## src/rtl/fifo_rd_arb.sv

```systemverilog
// fifo_rd_arb: round-robin arbiter that grants one requester a burst of FIFO reads and routes the returned data to it.
module fifo_rd_arb #(
    parameter int IDBITS = 2,
    parameter int DBITS = 16,
    parameter int LBITS = 8,
    localparam int NREQ = 2**IDBITS
) (
    input  logic                  rdclk,
    input  logic                  rst_n,
    input  logic [NREQ-1:0]       req,
    input  logic [NREQ*LBITS-1:0] req_len,
    output logic [NREQ-1:0]       gnt,
    output logic                  fifo_rd_en,
    input  logic [DBITS-1:0]      fifo_rd_data,
    input  logic                  fifo_rd_empty,
    output logic [DBITS-1:0]      out_data,
    output logic                  out_valid,
    output logic [IDBITS-1:0]     out_id,
    output logic                  out_last,
    output logic                  busy
);
    typedef enum logic [1:0] {IDLE, BURST, TAIL} state_t;
    state_t state_q, state_d;
    logic [IDBITS-1:0] rr_q, rr_d, id_q, id_d, oid_q, win, idx;
    logic [LBITS:0] len_q, len_d, cnt_q, cnt_d;
    logic [LBITS-1:0] sel_len;
    logic [NREQ-1:0] gnt_q, gnt_d;
    logic found, issue, last, ov_q, ol_q;
    // search starts at the round-robin pointer and wraps through all requesters
    always_comb begin
        win = '0;
        found = 1'b0;
        idx = '0;
        for (int k = 0; k < NREQ; k++) begin
            idx = rr_q + IDBITS'(k);
            if (!found && req[idx]) begin
                found = 1'b1;
                win = idx;
            end
        end
    end
    assign sel_len = req_len[win*LBITS +: LBITS];
    assign issue = (state_q == BURST) && !fifo_rd_empty;
    assign last = (cnt_q + (LBITS+1)'(1)) == len_q;
    always_comb begin
        state_d = state_q;
        rr_d = rr_q;
        id_d = id_q;
        len_d = len_q;
        cnt_d = cnt_q;
        gnt_d = gnt_q;
        case (state_q)
            IDLE: if (found) begin
                state_d = BURST;
                rr_d = win + IDBITS'(1);
                id_d = win;
                len_d = (sel_len == '0) ? (LBITS+1)'(1) : {1'b0, sel_len};
                cnt_d = '0;
                gnt_d = NREQ'(1) << win;
            end
            BURST: if (issue) begin
                cnt_d = cnt_q + (LBITS+1)'(1);
                state_d = last ? TAIL : BURST;
            end
            TAIL: begin
                state_d = IDLE;
                gnt_d = '0;
            end
            default: state_d = IDLE;
        endcase
    end
    always_ff @(posedge rdclk) begin
        if (!rst_n) begin
            state_q <= IDLE;
            rr_q <= '0;
            id_q <= '0;
            len_q <= '0;
            cnt_q <= '0;
            gnt_q <= '0;
            ov_q <= 1'b0;
            ol_q <= 1'b0;
            oid_q <= '0;
        end else begin
            state_q <= state_d;
            rr_q <= rr_d;
            id_q <= id_d;
            len_q <= len_d;
            cnt_q <= cnt_d;
            gnt_q <= gnt_d;
            ov_q <= issue;
            ol_q <= issue && last;
            oid_q <= issue ? id_q : oid_q;
        end
    end
    assign gnt = gnt_q;
    assign fifo_rd_en = issue;
    assign out_valid = ov_q;
    assign out_last = ol_q;
    assign out_id = oid_q;
    assign out_data = ov_q ? fifo_rd_data : '0;
    assign busy = state_q != IDLE;
endmodule

```

## config.mk

```make
export PLATFORM = sky130hd
export DESIGN_NAME = fifo_rd_arb
export DESIGN_NICKNAME = d
export VERILOG_FILES = /design/src/rtl/fifo_rd_arb.sv
export SDC_FILE = /design/constraint.sdc
export NUM_CORES = 1
export LEC_CHECK = 0
export CAP_MARGIN = 5
export CELL_PAD_IN_SITES_DETAIL_PLACEMENT = 0
export CELL_PAD_IN_SITES_GLOBAL_PLACEMENT = 2
export CORE_UTILIZATION = 24
export CTS_BUF_LIST = sky130_fd_sc_hd__clkbuf_4
export CTS_CLUSTER_DIAMETER = 120
export CTS_CLUSTER_SIZE = 12
export DETAILED_ROUTE_END_ITERATION = 16
export GPL_TIMING_DRIVEN = 0
export PLACE_DENSITY = 0.9
export SYNTH_ARGS = -nofsm -noshare
export SYNTH_HDL_FRONTEND = slang
export SYNTH_SLANG_ARGS = --single-unit
```

## constraint.sdc

```tcl
create_clock -name rdclk -period 2.8 [get_ports rdclk]
set_input_delay 0.7 -clock rdclk [delete_from_list [all_inputs] [get_ports rdclk]]
set_output_delay 0.7 -clock rdclk [all_outputs]
set_load 0.02 [all_outputs]
```

==> results.toml <==
[final_layout]
final_cells = 455
fin_nets = 409
antennaDiodeCount = 0
drive_above_1_share_pct = 6.00
syn_to_final_growth_pct = 48.5
design_area_mm2 = 0.00302

[placed_design]
routabilityCongestion = 0.781
io_buffer_count = 79
dp_hpwl_um = 4510
post-place-cells = 447
placed_cell_area_mm2 = 0.00296

[critical_path]
critical_path_class = "primary input to flip-flop"
cp-endpoint = "len_q[0]"
crit-reg2reg-launch = "cnt_q[0]"
path_max_fanout = 10
end_kind = "flip-flop"
crit_start = "req[1]"
reg2reg_to = "state_q[0]"
startpoint_type = "primary input"
reg2reg_depth = 9
required_ns = 3.07
r2r_slack_ns = 0.48
cp.arrival_ns = 2.92

[sta]
slew_viol_final = 0
fin_crit_ns = 2.65
hold_viol_final = 0
fmax_mhz = 377
slew_headroom_pct = 60.4
finClkSkew_ns = 0.00712
whs_ns = 0.471
rsz0062_at_grt = "no"
final-setup-viol-count = 0
period_share_pct = 94.8
tightestPinTransition_ns = 0.594

[power_and_ir_drop]
power_frac_comb_pct = 35.7
p_sw_share_pct = 33.2
seqPwrFrac_pct = 42.3
p_switching_uw = 393
finalPower_mw = 1.18
power.internal_uw = 790
p_clk_share_pct = 22.0
leakage_nw = 1.17
p_per_area_mw_per_mm2 = 391
peakVddDrop_mv = 0.135

[routing]
antenna_left = 0
via_count = 2070
initialDrtViolationCount = 63
wl_per_cell_um = 12.5
wl_um = 5680
drc = 0
firstDrtPassIters = 4
routed_via_density = 4.55

[cts]
path_clk_slew_ns = 0.10
clock-root-buffer = "clkbuf_4"
tritoncts.num_buffers = 5
postCtsHoldBufs = 0
cts_buffer_depth = 2
clock_latency_ns = 0.33
cts_sinks = 31
tritoncts = "built"
ctsHtreeMaxLevel = 2

[synthesis]
synth_area_mm2 = 0.00204
ys_seq_elements = 31
syn_nets = 323
yosysUniqueCellTypes = 41
postSynthAreaPerCell_um2 = 7.75
synth_warnings = 0
synthCells = 263
synth-seq-area-share_pct = 30.5

[floorplan]
die_h_um = 94.1
die_x_um = 94.1
core_mm2 = 0.00822
dieArea_mm2 = 0.00886
start_util_pct = 24.8
io_pins = 81
row_count = 33

[run]
maxCapViolCount = 0

[global_routing]
grt_pass1_vias = 1963
gr-total-overflow = 0
grt_use_total_pct = 13.3
grt_pass1_wl_um = 9330
antenna_found_initial = 0
grt_max_degree = 12

[outcome]
status = "complete, no violations"

[worst_hold_path]
hp-class = "flip-flop to flip-flop"
## critical path, stage by stage
cell and delay (ns):
clkdlybuf4s50_1 0.52, nor2b_1 0.09, or4_1 0.50, clkbuf_1 0.17, buf_6 0.16, nand3_1 0.08, o311ai_0 0.16, a22oi_1 0.24
nand4_1 0.13, a31oi_1 0.17
## layer usage
| metal | part of all wire (%) | GRT usage (%) | vias to the layer above |
|---|---|---|---|
| met1 | 45 | 16.0 | 900 |
| met4 | 1.2 | 3.46 | 0 |
| li1 | - | - | 1090 |
| met3 | 6.8 | 2.99 | 6 |
| met2 | 47 | 23.7 | 74 |
| met5 | 0 | 0 | - |
## cell usage in the layout (no fill, tap or decap), types with 2 or more instances in the layout
cell,netlist,routed
o21ai_1,1,2
o311ai_0,9,9
a22oi_1,8,8
mux2i_1,3,3
clkdlybuf4s50_1,0,78
xnor2_1,9,9
o311ai_1,3,3
nor3_1,3,3
nand3_1,20,20
a31oi_1,2,2
buf_6,2,2
and2_1,27,27
a21oi_1,10,10
nand2_2,1,2
nand2b_1,3,2
dfxtp_1,31,31
a211o_1,2,2
inv_1,14,14
o21ai_0,12,11
nand2_1,22,21
clkbuf_1,12,11
a21boi_0,7,7
nor2_1,9,8
and3_1,8,8
xor2_1,4,4
o21bai_1,2,2
nor2b_1,18,18
ha_1,5,5
clkbuf_4,0,6
mux2_2,2,2
clkinv_1,2,2
## cell type report
| class | instances | area [um2] |
|---|---|---|
| fill | 860 | 5190 |
| multi-input combinational | 201 | 1290 |
| timing repair buffer | 79 | 790 |
| sequential | 31 | 621 |
| tap | 105 | 131 |
| buffer | 15 | 73.8 |
| inverter | 16 | 65.1 |
| clock buffer | 6 | 45.0 |
| clock inverter | 2 | 7.51 |
## sequential cells by signal (all words and copies together) (netlist names)
signal	flops
out_valid	1
state_q	2
id_q	2
rr_q	2
out_id	2
cnt_q	9
out_last	1
len_q	8
gnt	4
## power groups by stage
stage | combinational, mW | clock (mW) | sequential (mW)
5_1_grt | 0.470 | 0.283 | 0.505
4_1_cts | 0.421 | 0.268 | 0.501
2_1_floorplan | 0.244 | 0 | 0.510
6_report | 0.422 | 0.260 | 0.500
3_5_place_dp | 0.420 | 0 | 0.511
3_3_place_gp | 0.417 | 0 | 0.511
## cell families after synthesis
group                    after synthesis  share of synthesized area (%)
AO/OA/AOI/OAI                         60                           20.4
XOR/XNOR                              13                           5.59
adder cells (fa/ha/maj)                5                           3.07
buffers and inverters                 31                           6.51
flip-flops                            31                           30.5
multiplexers                           5                           2.58
AND/OR/NAND/NOR                      118                           31.4
## synthesized netlist by cell type
library cell / n / share of area [%]
dfxtp_1: 31 / 30
and2_1: 27 / 8.3
nand2_1: 22 / 4.1
nand3_1: 20 / 4.9
nor2b_1: 18 / 5.5
inv_1: 14 / 2.6
clkbuf_1: 12 / 2.2
o21ai_0: 12 / 2.9
a21oi_1: 10 / 2.5
nor2_1: 9 / 1.7
o311ai_0: 9 / 3.9
xnor2_1: 9 / 3.9
a22oi_1: 8 / 2.9
and3_1: 8 / 2.5
a21boi_0: 7 / 2.6
ha_1: 5 / 3.1
xor2_1: 4 / 1.7
mux2i_1: 3 / 1.5
nand2b_1: 3 / 0.92
nor3_1: 3 / 0.74
o311ai_1: 3 / 1.3
a211o_1: 2 / 0.86
a31oi_1: 2 / 0.61
buf_6: 2 / 1.1
clkinv_1: 2 / 0.37
mux2_2: 2 / 1.1
o21bai_1: 2 / 0.74
a211oi_1: 1 / 0.37
a211oi_2: 1 / 0.61
a31o_1: 1 / 0.43
a31o_2: 1 / 0.43
and3b_1: 1 / 0.43
buf_2: 1 / 0.25
nand2_2: 1 / 0.31
nand4_1: 1 / 0.31
nor4_1: 1 / 0.31
o21ai_1: 1 / 0.25
or2_2: 1 / 0.31
or3_1: 1 / 0.31
or4_1: 1 / 0.37
or4b_1: 1 / 0.49
## through the flow
stage / util, % / TNS (ns) / setup WS (ns)
global placement: 36.0 / -2.89 / -0.317
detailed placement: 36.0 / -3.01 / -0.314
floorplan: - / 0 / 0.495
finish: 36.8 / 0 / 0.146
CTS: 36.7 / 0 / 0.0314
global route: 36.8 / 0 / 0.0229
## how the worst min path moves through the flow
stage | from | to | slack (ns) | cells past startpoint
floorplan | id_q[1] | out_id[1] | 0.44 | 2
global placement | out_id[1] | out_id[1] | 0.46 | 2
detailed placement | id_q[1] | out_id[1] | 0.46 | 2
CTS | id_q[1] | out_id[1] | 0.48 | 2
global route | id_q[1] | id_q[1] | 0.50 | 2
finish | out_id[1] | out_id[1] | 0.47 | 2
## repair_timing
item	in CTS	in global routing
gates resized for setup	2	7
setup endpoints to repair	1	11
setup buffers	0	0
pin swaps	0	0
Power figures use the tool's default switching activity.
==> RTL change 1: new RTL, config.mk and constraints unchanged <==
`LBITS`: 8 -> 9.
--- a/src/rtl/fifo_rd_arb.sv
+++ b/src/rtl/fifo_rd_arb.sv
@@ -2,7 +2,7 @@
 module fifo_rd_arb #(
     parameter int IDBITS = 2,
     parameter int DBITS = 16,
-    parameter int LBITS = 8,
+    parameter int LBITS = 9,
     localparam int NREQ = 2**IDBITS
 ) (
     input  logic                  rdclk,
Ports: changed (resized req_len); port bits go from 81 to 85. No check against the original RTL was run, so the function may have changed too.
==> RTL change 1 against the unedited design <==
- sequential cell count rose by 2
- final cell count up 3.5%
- first-iteration DRC count rose by 38%
- setup slack lost 77 ps
- design area rose by 6.9%
- clock skew is 1.1 ps lower
- count of clock-buffer cells in the layout is 1 lower
- synthesized area increased by 6.1%
- wire length rose by 7.5%
- total power increased by 16%
==> RTL change 1: results (changes against the unedited design) <==
stage,metric,value,unit,change
hold_path,hold endpoint,out_id[0],,
route,DR iter-0 viols,87,,+38%
route,Post-Route M1 WL,2842,µm,+10%
placed_design,gpl congestion,0.7975,,+2.2%
placed_design,pre-CTS setup slack,-671.2,ps,-357.7 ps
global_routing,met3 Use GR,0.03251,,+0.002579
global_routing,first-pass GRT wire length,10230,µm,+9.7%
setup_path,worst endpoint data arrival time,2970,ps,+50 ps
setup_path,"critical path fanouts, max",11,,+1
yosys,sequential share of the synthesized area,0.3056,,+0.0008873
yosys,Mapped Nets,335,,+3.7%
route,met3 WL,333,µm,-14%
global_routing,GRT met1 Usage,0.1661,,+0.006542
route,wire per inst,12.97,µm,+3.8%
timing,Hold Slack,457.7,ps,-13.61 ps
yosys,synth cell count leaders,"nand2_1 (34), dfxtp_1 (33), nor2_1 (31)",,
timing,clk_skew,5.996,ps,-1.128 ps
yosys,"top cells by area, synth","dfxtp_1 (31%), mux2i_1 (6.5%), nand2_1 (5.9%)",,
route,Total Wirelength,6107,µm,+7.5%
yosys,Syn Inst Count,271,,+3.0%
yosys,Synth Area in Adders,0.02894,,-0.001777
setup_path,Reg2Reg Depth,8,,-1
timing,Worst-Margin Slew,741.6,ps,+147.3 ps
cts,cts repair resizes,6,,+4
yosys,xor and xnor area share after synthesis,0.05671,,+0.0008162
power,peak supply drop,210.4,µV,+56%
power,Leak Pwr,1.259,nW,+7.7%
run_status,status,finished clean,,
hold_path,hold path start,out_id[0],,
global_routing,vias in the first global route,2190,,+12%
yosys,mux cell area share after synthesis,0.08565,,+0.05985
setup_path,CP Launch Point,req[2],,
layout,share of cells above drive strength 1,0.07713,,+0.01713
setup_path,family with the most delay on the worst path,simple AND/OR/NAND/NOR gates,,
placed_design,Placed Area,3138,µm²,+6.0%
RTL change 1: cell types whose count changed in the layout (fill, tap and decap cells not counted), sizes merged, moves of 7 or more:
cell	unedited run	this run
clkbuf	18	10
a21boi	7	0
inv	14	5
nor2b	18	2
nand2	23	35
and2	27	17
mux2i	3	14
nor2	9	31
o311ai	12	0
a21oi	10	22
RTL change 1: layout make-up:
cell class	count	area (µm²)
buffer	13	116.4
clock buffer	5	37.54
clock inverter	3	41.29
fill	914	5489
inverter	6	27.53
multi-input combinational	218	1361
sequential	33	660.6
tap	108	135.1
timing repair buffer	85	852.1
RTL change 1: how the worst max path moves through the flow:
stage / endpoint / slack, ps
detailed placement: fifo_rd_en / -670
global placement: fifo_rd_en / -690
floorplan: len_q[0] / 400
finish: len_q[0] / 70
CTS: len_q[0] / 8
global route: len_q[0] / 2
RTL change 1: where the power goes:
part,switching [mW],internal (mW)
Sequential,0.0274,0.501
Combinational,0.228,0.261
Clock,0.173,0.185
Total,0.428,0.947
==> RTL change 2: new RTL, same settings <==
Made on the original files. The 3 states of `state_t` get a one-hot encoding in 3 bits.
--- a/src/rtl/fifo_rd_arb.sv
+++ b/src/rtl/fifo_rd_arb.sv
@@ -19,7 +19,7 @@
     output logic                  out_last,
     output logic                  busy
 );
-    typedef enum logic [1:0] {IDLE, BURST, TAIL} state_t;
+    typedef enum logic [2:0] {IDLE = 3'b001, BURST = 3'b010, TAIL = 3'b100} state_t;
     state_t state_q, state_d;
     logic [IDBITS-1:0] rr_q, rr_d, id_q, id_d, oid_q, win, idx;
     logic [LBITS:0] len_q, len_d, cnt_q, cnt_d;
Formal check against the unedited RTL: same outputs for any inputs over 10 cycles, from zero or initial values and one cycle with rst_n low; not proved beyond that.
==> RTL change 2 against the unedited design <==
- clock power decreased by 10%
- clock skew rose by 3.1 ps
- via count is essentially flat
- sequential cell count grew 1
- design area decreased by 1.1%
- setup slack improved by 23 ps
- synthesized area down 1.2%
- wire length shrank 4.2%
- fmax rose by 0.86%
- total power rose by 15%
==> RTL change 2: results (changes against the unedited design) <==
stage,metric,value,unit,change
layout,Final Non-Filler Cells,459,,+0.88%
global_routing,GRT met1 Usage,0.1474,,-0.01210
route,wire per inst,11.87,µm,-5.0%
timing,slew margin rel.,0.5593,,-0.04447
placed_design,placed insts,453,,+1.3%
yosys,xor and xnor area share after synthesis,0.05221,,-0.003690
yosys,sequential share of the synthesized area,0.3182,,+0.01354
layout,Final nets,414,,+1.2%
yosys,mux cell area share after synthesis,0.02610,,+0.0003046
global_routing,global-route usage over all layers,0.1289,,-0.004269
power,Leak Pwr,1.164,nW,-0.42%
route,DR iter-0 viols,60,,-4.8%
yosys,"top cells by area, synth","dfxtp_1 (32%), and2_1 (7.5%), nand2_1 (6.9%)",,
setup_path,worst endpoint data arrival time,1930,ps,-990 ps
placed_design,post-DP HPWL,4397,µm,-2.6%
placed_design,PortBufs,80,,+1.3%
layout,number of fill cells,874,,+1.6%
placed_design,gpl congestion,0.7686,,-1.5%
yosys,count of cell types in the netlist,37,,-9.8%
global_routing,met3 Use GR,0.02683,,-0.003106
global_routing,vias in the first global route,2037,,+3.8%
global_routing,first-pass GRT wire length,9045,µm,-3.0%
yosys,Mapped Nets,328,,+1.5%
run_status,status,finished clean,,
yosys,Synth Area in Adders,0.03108,,+0.0003627
route,Via density,4.505,,-0.97%
timing,clk_skew,10.26,ps,+3.136 ps
==> RTL change 2: cell families after synthesis <==
| group | count (synthesis) |
|---|---|
| AO/OA/AOI/OAI | 62 |
| flip-flops | 32 |
| buffers and inverters | 25 |
| adder cells (fa/ha/maj) | 5 |
| XOR/XNOR | 12 |
| multiplexers | 5 |
| AND/OR/NAND/NOR | 127 |
==> RTL change 2: power by group <==
part	total, mW	switching [mW]	internal, mW	leakage [nW]
registers	0.549	0.0403	0.508	0.261
clock network	0.233	0.146	0.0875	0.0261
logic	0.581	0.303	0.278	0.877
==> RTL change 2: worst paths after layout <==
| path | startpoint | end | slack, ps | depth (start not counted) |
|---|---|---|---|---|
| hold reg to reg | gnt[1] | gnt[1] | 460 | 2 |
| setup reg to reg | rr_q[0] | len_q[0] | 750 | 8 |
| hold / removal | gnt[1] | gnt[1] | 460 | 2 |
| setup / recovery | fifo_rd_empty | fifo_rd_en | 170 | 4 |
==> RTL change 2: layer usage <==
layer	part of all wire	wire length (µm)	vias up
met5	0	0	-
met4	0.016	86	0
met3	0.076	412	7
met2	0.45	2472	81
met1	0.45	2477	890
li1	-	-	1090
==> RTL change 2: worst max-delay path: stages <==
cell             delay [ps]
clkdlybuf4s50_1         430
nand2b_1                230
inv_2                   200
dlygate4sd2_1           360
==> RTL change 2: cell type report <==
class,instances,area (µm²),share of cell area
plain buffers,10,60.06,0.02008
well taps,105,131.4,0.04391
clock inverters,2,7.507,0.002509
clock buffers,5,37.54,0.01255
repair buffers,80,799.5,0.2673
multi-input cells,211,1262,0.4220
flip-flops and latches,32,640.6,0.2141
inverters,14,52.55,0.01757
==> RTL change 2: stage by stage <==
| step | setup TNS [ps] | power (mW) | hold slack, ps | setup slack [ps] |
|---|---|---|---|---|
| floorplan | 0 | 0.9316 | 441.2 | 565.7 |
| detailed placement | -1758 | 1.150 | 454.9 | -470.2 |
| finish | 0 | 1.363 | 462.5 | 169.1 |
| CTS | 0 | 1.387 | 468.6 | 116.2 |
| global placement | -1286 | 1.139 | 451.8 | -481.3 |
| global route | 0 | 1.474 | 483.1 | 5.636 |
==> RTL change 2: timing repair <==
item                       in CTS  in global routing
gates resized for setup         2                  1
buffers inserted                0                  0
cloned                          0                  0
setup endpoints to repair       1                  1
